===== config.mk =====
export PLATFORM = sky130hd
export DESIGN_NAME = fetch_unit_flat
export DESIGN_NICKNAME = d
export VERILOG_FILES = /design/src/rtl/fetch_pkg.sv /design/src/rtl/fetch_if.sv /design/src/rtl/fetch_skid_buf.sv /design/src/rtl/fetch_unit.sv /design/src/flat_wrapper.sv
export SDC_FILE = /design/constraint.sdc
export NUM_CORES = 1
export LEC_CHECK = 0
export BUFFER_PORTS_ARGS = -buffer_cell sky130_fd_sc_hd__buf_2
export CELL_PAD_IN_SITES_DETAIL_PLACEMENT = 1
export CELL_PAD_IN_SITES_GLOBAL_PLACEMENT = 1
export CORE_UTILIZATION = 25
export CTS_BUF_LIST = sky130_fd_sc_hd__clkbuf_8 sky130_fd_sc_hd__clkbuf_16
export DETAILED_ROUTE_END_ITERATION = 8
export PLACE_DENSITY = 0.54
export RECOVER_POWER = 50
export SKIP_LAST_GASP = 1
export SLEW_MARGIN = 20
export SYNTH_ARGS = -nofsm -noshare
export SYNTH_HDL_FRONTEND = slang
export SYNTH_SLANG_ARGS = --single-unit

===== constraint.sdc =====
create_clock -name clk -period 10.8 [get_ports clk]
set_input_delay 2.16 -clock clk [delete_from_list [all_inputs] [get_ports clk]]
set_output_delay 2.16 -clock clk [all_outputs]
set_load 0.05 [all_outputs]

===== src/rtl/fetch_pkg.sv =====
// fetch_pkg: shared constants and types for the instruction-fetch stage.
package fetch_pkg;

    // RV32I canonical NOP (addi x0, x0, 0), injected into IF/ID on a flush.
    localparam logic [31:0] NOP = 32'h00000013;

    // RUN fetches normally; DROP waits to discard one wrong-path response.
    typedef enum logic {
        RUN  = 1'b0,
        DROP = 1'b1
    } fetch_state_t;

    // Instruction together with its PC and the sequential successor PC.
    typedef struct packed {
        logic [31:0] ir;
        logic [31:0] pc;
        logic [31:0] pc1;
    } fetch_slot_t;

endpackage


===== src/rtl/fetch_if.sv =====
// fetch_if: instruction-memory request/response handshake.
// A response is accepted when imem_req and imem_rvalid are high together.
interface fetch_if #(
    parameter int XLEN = 32,
    parameter int ILEN = 32
);
    logic            imem_req;
    logic [XLEN-1:0] imem_addr;
    logic            imem_rvalid;
    logic [ILEN-1:0] imem_rdata;

    modport master (
        output imem_req,
        output imem_addr,
        input  imem_rvalid,
        input  imem_rdata
    );

    modport slave (
        input  imem_req,
        input  imem_addr,
        output imem_rvalid,
        output imem_rdata
    );
endinterface


===== src/rtl/fetch_skid_buf.sv =====
// fetch_skid_buf: one-entry holding register for a fetched instruction that
// decode could not take. clear and unload both empty it; clear wins over load.
module fetch_skid_buf
    import fetch_pkg::*;
#(
    parameter type slot_t = fetch_slot_t
) (
    input  logic  clk,
    input  logic  rst,
    input  logic  load,
    input  logic  unload,
    input  logic  clear,
    input  slot_t din,
    output logic  valid,
    output slot_t dout
);

    // Single entry: emptied by a redirect or by handing the entry to decode.
    always_ff @(posedge clk or posedge rst) begin
        if (rst) begin
            valid <= 1'b0;
            dout  <= '0;
        end else if (clear || unload) begin
            valid <= 1'b0;
        end else if (load) begin
            valid <= 1'b1;
            dout  <= din;
        end
    end

endmodule


===== src/rtl/fetch_unit.sv =====
// fetch_unit: RV32I instruction-fetch stage with a variable-latency memory
// handshake, a one-entry skid buffer and wrong-path response squashing.
// Optional feature: define FETCH_PERF_CNT_EN to add the perf_fetch and
// perf_stall counters as output ports.
module fetch_unit
    import fetch_pkg::*;
#(
    parameter int               XLEN     = 32,
    parameter int               ILEN     = 32,
    parameter int               PC_STEP  = 1,
    parameter logic [XLEN-1:0]  RESET_PC = '0
) (
    input  logic            clk,
    input  logic            rst,
    input  logic            pc_src_e,
    input  logic [XLEN-1:0] pc_target_e,
    input  logic            stall_d,
    input  logic            flush_d,
    fetch_if.master         imem,
    output logic [ILEN-1:0] if_id_ir,
    output logic [XLEN-1:0] if_id_pc,
    output logic [XLEN-1:0] if_id_pc1,
    output logic            if_id_valid
`ifdef FETCH_PERF_CNT_EN
    ,
    output logic [31:0]     perf_fetch,
    output logic [31:0]     perf_stall
`endif
);

    localparam logic [XLEN-1:0] STEP  = XLEN'(PC_STEP);
    localparam logic [ILEN-1:0] NOP_I = ILEN'(NOP);

    typedef struct packed {
        logic [ILEN-1:0] ir;
        logic [XLEN-1:0] pc;
        logic [XLEN-1:0] pc1;
    } slot_t;

    fetch_state_t    state;
    fetch_state_t    state_next;
    logic [XLEN-1:0] pc_f;
    logic [XLEN-1:0] drop_addr;
    logic            req;
    logic            accepted;
    logic            pending;
    logic            take;
    logic            ifid_open;
    logic            to_ifid;
    logic            to_buf;
    logic            unload;
    logic            buf_valid;
    slot_t           mem_slot;
    slot_t           buf_slot;
    slot_t           if_id;
    logic            if_id_v;

    // A request is withdrawn during reset and while the skid buffer is full;
    // in DROP the stale address is re-presented until its response shows up.
    assign req            = !rst && ((state == DROP) || !buf_valid);
    assign imem.imem_req  = req;
    assign imem.imem_addr = (state == DROP) ? drop_addr : pc_f;

    assign accepted  = req && imem.imem_rvalid;
    assign pending   = req && !imem.imem_rvalid;
    // Only a RUN-state response with no redirect in the same cycle is kept.
    assign take      = accepted && (state == RUN) && !pc_src_e;
    assign ifid_open = !stall_d && !flush_d;
    assign to_ifid   = take && ifid_open && !buf_valid;
    assign to_buf    = take && !to_ifid;
    // Draining the buffer uses the cycle; no request is issued alongside it.
    assign unload    = buf_valid && ifid_open && !pc_src_e;
    assign mem_slot  = '{ir: imem.imem_rdata, pc: pc_f, pc1: pc_f + STEP};

    fetch_skid_buf #(
        .slot_t (slot_t)
    ) u_skid (
        .clk    (clk),
        .rst    (rst),
        .load   (to_buf),
        .unload (unload),
        .clear  (pc_src_e),
        .din    (mem_slot),
        .valid  (buf_valid),
        .dout   (buf_slot)
    );

    // FSM state register.
    always_ff @(posedge clk or posedge rst) begin
        if (rst) begin
            state <= RUN;
        end else begin
            state <= state_next;
        end
    end

    // Enter DROP when a redirect leaves an unanswered request in flight; leave
    // it once that response has been swallowed.
    always_comb begin
        state_next = state;
        if (pc_src_e) begin
            state_next = pending ? DROP : RUN;
        end else if ((state == DROP) && accepted) begin
            state_next = RUN;
        end
    end

    // PC advances per kept response; a redirect remembers the address still
    // owed by memory so it can be held on the bus while dropping.
    always_ff @(posedge clk or posedge rst) begin
        if (rst) begin
            pc_f      <= RESET_PC;
            drop_addr <= '0;
        end else begin
            if (pc_src_e) begin
                pc_f <= pc_target_e;
            end else if (take) begin
                pc_f <= pc_f + STEP;
            end
            if (pc_src_e && pending) begin
                drop_addr <= imem.imem_addr;
            end
        end
    end

    // IF/ID register: flush inserts a bubble (PCs hold), stall holds, and a
    // load takes the buffered entry before any fresh memory response.
    always_ff @(posedge clk or posedge rst) begin
        if (rst) begin
            if_id   <= '{ir: NOP_I, pc: '0, pc1: '0};
            if_id_v <= 1'b0;
        end else if (flush_d) begin
            if_id.ir <= NOP_I;
            if_id_v  <= 1'b0;
        end else if (unload) begin
            if_id   <= buf_slot;
            if_id_v <= 1'b1;
        end else if (to_ifid) begin
            if_id   <= mem_slot;
            if_id_v <= 1'b1;
        end
    end

    assign if_id_ir    = if_id.ir;
    assign if_id_pc    = if_id.pc;
    assign if_id_pc1   = if_id.pc1;
    assign if_id_valid = if_id_v;

`ifdef FETCH_PERF_CNT_EN
    // Count kept responses and cycles lost to memory wait or decode backpressure.
    always_ff @(posedge clk or posedge rst) begin
        if (rst) begin
            perf_fetch <= '0;
            perf_stall <= '0;
        end else begin
            if (take) begin
                perf_fetch <= perf_fetch + 32'd1;
            end
            if (pending || (buf_valid && stall_d)) begin
                perf_stall <= perf_stall + 32'd1;
            end
        end
    end
`endif

endmodule


===== src/flat_wrapper.sv =====
// flat-port wrapper written by rule: the top's interface ports become plain ports
module fetch_unit_flat import fetch_pkg::*;
#(
    parameter int               XLEN     = 32,
    parameter int               ILEN     = 32,
    parameter int               PC_STEP  = 1,
    parameter logic [XLEN-1:0]  RESET_PC = '0
)
  (clk, rst, pc_src_e, pc_target_e, stall_d, flush_d, if_id_ir, if_id_pc, if_id_pc1, if_id_valid, imem_imem_req, imem_imem_addr, imem_imem_rvalid, imem_imem_rdata);
  fetch_if #(.XLEN(XLEN), .ILEN(ILEN)) imem_i ();
  input  logic clk;
  input  logic rst;
  input  logic pc_src_e;
  input  logic [XLEN-1:0] pc_target_e;
  input  logic stall_d;
  input  logic flush_d;
  output logic [ILEN-1:0] if_id_ir;
  output logic [XLEN-1:0] if_id_pc;
  output logic [XLEN-1:0] if_id_pc1;
  output logic if_id_valid;
  output wire logic [$bits(imem_i.imem_req)-1:0] imem_imem_req;
  output wire logic [$bits(imem_i.imem_addr)-1:0] imem_imem_addr;
  input wire logic [$bits(imem_i.imem_rvalid)-1:0] imem_imem_rvalid;
  input wire logic [$bits(imem_i.imem_rdata)-1:0] imem_imem_rdata;
  assign imem_imem_req = imem_i.imem_req;
  assign imem_imem_addr = imem_i.imem_addr;
  assign imem_i.imem_rvalid = imem_imem_rvalid;
  assign imem_i.imem_rdata = imem_imem_rdata;
  fetch_unit #(.XLEN(XLEN), .ILEN(ILEN), .PC_STEP(PC_STEP), .RESET_PC(RESET_PC)) u_core (.clk(clk), .rst(rst), .pc_src_e(pc_src_e), .pc_target_e(pc_target_e), .stall_d(stall_d), .flush_d(flush_d), .imem(imem_i), .if_id_ir(if_id_ir), .if_id_pc(if_id_pc), .if_id_pc1(if_id_pc1), .if_id_valid(if_id_valid));
endmodule

## Word-level counts from Yosys, hierarchy flattened

Index checks and enable logic that the tools add are counted.

| cells by class | value |
|---|---|
| mux-type cells | 14 |
| add/sub/neg operators | 1 |
| reductions and logical operators | 29 |
| bitwise gates (word level) | 3 |

Operators with widths:

| cell | number |
|---|---|
| $mux W96 | 2 |
| $mux W32 | 4 |
| $add A32 B1 Y32 const B | 1 |
| $logic_and A1 B1 Y1 | 13 |
| $mux W1 | 8 |
| $reduce_bool A2 Y1 | 4 |
| $logic_not A1 Y1 | 7 |
| $reduce_and A2 Y1 | 2 |
| $not A1 Y1 | 3 |
| $reduce_bool A3 Y1 | 1 |
| $logic_or A1 B1 Y1 | 2 |

| storage, ports and cells | value |
|---|---|
| logic and storage cells | 58 |
| register bits | 259 |
| input port bits | 70 |

## Logic depth before layout (Yosys ltp)

| depth | value |
|---|---|
| word-level depth | 12 |
| gate-level depth with buffers | 8 |

## Cells and area by module

Synthesis repeated with hierarchy kept, for this count alone.

| second synthesis, totals | value |
|---|---|
| cells, all modules | 1,131 |
| area total of the unflattened synthesis | 12,216.7 um^2 |

Modules (own cells, without submodules):

| module | area an instance (um^2) | seq. area each (um^2) | cells an instance | instances |
|---|---|---|---|---|
| fetch_unit | 8,605.8 | 4,057.6 | 924 | 1 |
| fetch_skid_buf | 3,611.0 | 2,427.3 | 207 | 1 |

## Worst setup path after synthesis

OpenSTA, ideal clock, no wires.

| path | value |
|---|---|
| path kind | input to output |
| from | input port rst |
| to | output port imem_imem_req |
| stages on the path | 2 |
| required time | 8.640 ns |
| path slack | 0.328 ns |
| arrival time | 8.312 ns |
| path buffers | 0 |
| cell sequence | inv_1 > o21a_1 |

| between the ends | value |
|---|---|
| cells in the longest elaborated chain, start to end | 2 |

RTL lines:

| what | RTL line | source |
|---|---|---|
| start, declared | flat_wrapper.sv:12 | `input logic rst;` |
| $logic_not A1 Y1 (no source line) | n/a |  |
| $logic_and A1 B1 Y1 | fetch_unit.sv:60 | `assign req = !rst && ((state == DROP) \|\| !buf_valid);` |
| end, declared | flat_wrapper.sv:21 | `output wire logic [$bits(imem_i.imem_req)-1:0] imem_imem_req;` |

No other way between the ends.

==> results.sh <==
export IMPL_critPathTopFamily="buffers and inverters"
export IMPL_status="complete, but fails checks"
export IMPL_yosys_top_cells_area="dfrtp_1 53%, mux2_2 12%, nand2_1 4.1%, o21ai_0 3.7%, mux2i_1 3.0%"
export IMPL_hpwl_um=25200
export IMPL_routedWlPerCell_um=19.7
export IMPL_leakagePower_nw=6.38
export IMPL_die_w_um=223
export IMPL_slew_headroom_pct=-166
export IMPL_max_cap_violations=2
export IMPL_portBuffers=199
export IMPL_rows=80
export IMPL_hp_class="reg -> reg"
export IMPL_ir_worst_vdd_v=0.000131
export IMPL_post_route_min_period_ns=6.16
export IMPL_instances_no_fill=1918
export IMPL_utilization_pct=30.4
export IMPL_synth_cell_types=51
export IMPL_core_sq_um=47900
export IMPL_cts_tree="yes"
export IMPL_start_util_pct=25.4
export IMPL_max_stage_delay_ns=2.79
export IMPL_syn_nets=1209
export IMPL_syn_area_sq_um=12200
export IMPL_cts_max_level=1
export IMPL_ys_ff_latch=259
export IMPL_antenna_cells=0
export IMPL_ys_warn_count=0
export IMPL_cts_resized_gates=0
export IMPL_drc=0
export IMPL_setup_tns_final_ns=0
export IMPL_cts_made_buffers=31
export IMPL_die_area_sq_um=49600
export IMPL_clk_latency_ns=0.60
export IMPL_die_h_um=223
export IMPL_tightest_slew_ns=4.00
export IMPL_synth_seq_area_share_pct=53.2
export IMPL_area_growth_syn_to_layout_pct=19.5
export IMPL_drtPass1Iterations=4
export IMPL_finalMaxSlewViolations=194
export IMPL_p_per_area_nw_per_um2=230
export IMPL_drt_iter0_drc=344
export IMPL_n_fill_cell=5390
export IMPL_cts_buffer_depth=3
export IMPL_synth_edff_count=0
export IMPL_cts_setup_buffers=0
export IMPL_root_buffer="clkbuf_16"
export IMPL_via_per_inst=4.71
export IMPL_clock_skew_ns=0.0204
export IMPL_critical_path_class="in -> async"
export IMPL_violations="capacitance limit, slew limit"
export IMPL_ys_async_sr_fraction_pct=100
export IMPL_setup_slack_ns=4.64
export IMPL_fmax_mhz=162
export IMPL_pre_cts_ws_ns=5.14
export IMPL_setup_violations=0
export IMPL_grt_pass1_vias=9577
export IMPL_routed_wl_um=37800
export IMPL_clk_pin_slew_worst_paths_ns=0.06
export IMPL_path_cells="clkbuf_1 -> inv_8 -> clkbuf_2"
export IMPL_grt_use_total_pct=15.4
export IMPL_worstSetupStartpointType="input pin"
export IMPL_p_total_w=0.00335
export IMPL_worstPathArrival_ns=5.92
export IMPL_cp_max_fo=155
export IMPL_antenna_found_initial=0
export IMPL_antenna_left=0
export IMPL_slowest_stage="clkbuf_2"
export IMPL_hold_violations=0
export IMPL_cp_required_ns=10.56
export IMPL_crit_buf_inv=3
export IMPL_synth_most_common_cell="dfrtp_1"
export IMPL_netlist_instances=1138
export IMPL_grt_max_degree=156
export IMPL_ys_flop_type="dfrtp_1"
export IMPL_drive_gt1_share_pct=29.2
export IMPL_synth_area_leader_cell="dfrtp_1"
export IMPL_synth_top_area_share_pct=52.6
export IMPL_grt_ovfl_total=0
export IMPL_num_nets_final=1349
export IMPL_finalCritPeriodShare_pct=57.0
export IMPL_synth_avg_cell_area_sq_um=10.7
export IMPL_io_pins=200
export IMPL_placedCellCount=1860
export IMPL_cts_hold_buf=0
export IMPL_crit_path_end_kind="asynchronous set/reset pin"
export IMPL_rsz0062_at_grt="false"
export IMPL_vias=9043
export IMPL_clock_sinks=259
export IMPL_grt_pass1_wl_um=59500
export IMPL_yosys_top_cells_count="256 x dfrtp_1, 134 x nand2_1, 132 x mux2_2"
export IMPL_gp_congestion=0.725
[through the flow]
stage          area (sq um)  hold WS, ns
3_3_place_gp          13600        0.465
6_report              14600        0.474
5_1_grt               14600        0.517
4_1_cts               14700        0.480
2_1_floorplan         12200        0.474
3_5_place_dp          13600        0.466
[final timing paths]
check                                startpoint                     end  slack (ns)  cells past startpoint
setup / recovery                            rst  u_core.u_skid.dout[94]        4.64                      3
hold / removal             u_core.if_id_pc1[13]    u_core.if_id_pc1[13]        0.47                      2
setup reg to reg                   u_core.state         u_core.pc_f[29]        7.28                      6
hold reg to reg            u_core.if_id_pc1[13]    u_core.if_id_pc1[13]        0.47                      2
max in group clk                            rst           imem_imem_req        5.20                      4
min in group asynchronous                   rst    u_core.drop_addr[17]        1.78                      2
[worst register-to-register path, stage by stage (launching register included)]
cell and delay [ns]:
dfrtp_2 0.73, nor4b_1 0.46, clkbuf_1 0.83, nand4_1 0.65, nor4_1 0.48, xnor2_1 0.17, o21ai_1 0.07
[where the power goes]
group	switching [W]	internal [W]
clock	0.000447	0.000614
sequential	0.000170	0.00121
combinational	0.000624	0.000279
[sequential cells by signal, indices dropped and copies added, names as in the netlist]
register             flops
u_core.if_id_valid       1
u_core.pc_f             32
u_core.drop_addr        32
u_core.state             1
u_core.u_skid.valid      1
u_core.if_id_ir         32
u_core.if_id_pc1        32
u_core.if_id_pc         32
u_core.u_skid.dout      96
[cell usage in the layout, fill, tap and decap left out, types with 3 or more instances in the layout]
cell type / instances
inv_1: 7
o22ai_1: 10
xor2_1: 18
and3_1: 5
clkbuf_16: 31
clkbuf_8: 6
dfrtp_1: 255
and2_1: 4
o21ai_0: 91
mux2_2: 132
o21ai_1: 3
a21oi_1: 51
dfstp_2: 3
mux2i_1: 36
nand3_1: 17
nand3b_1: 29
nor2_1: 82
a31oi_1: 31
buf_2: 158
a22oi_1: 7
nor4_1: 9
clkinv_2: 13
nand4_1: 14
nand2_1: 134
o21a_1: 3
nor4_4: 4
nor3_1: 19
clkbuf_1: 42
buf_4: 9
xnor2_1: 40
and4_1: 6
[cell type report]
type	instances	area [sq um]	share of cell area, %
Sequential cell	259	6490	44.5
Multi-Input combinational cell	769	5220	35.8
Timing Repair Buffer	210	1020	7.01
Clock buffer	37	858	5.89
Tap cell	615	769	5.28
Clock inverter	21	176	1.21
Inverter	7	33.8	0.232
[layer usage]
layer  share of wire [%]  up-vias  track usage, %  routed length [um]
li1                    -     4259               -                   -
met1                  51     4571            22.8               19200
met2                  44      175            23.5               16600
met3                 3.8       38            2.70                1420
met4                 1.6        0            2.74                 611
met5                   0        -               0                   0
[cells by family (layout without fill, tap and decap cells)]
| group | count (synthesis) | count (layout) | share of synthesized area [%] |
|---|---|---|---|
| fa+ha+maj | 1 | 1 | 0.103 |
| mux | 168 | 168 | 15.2 |
| compound gates | 204 | 204 | 9.24 |
| buf+inv | 110 | 275 | 4.06 |
| flops | 259 | 259 | 53.2 |
| xor+xnor | 58 | 58 | 4.17 |
| simple gates | 338 | 338 | 14.1 |
No activity file was read; power rests on OpenSTA's default activity.
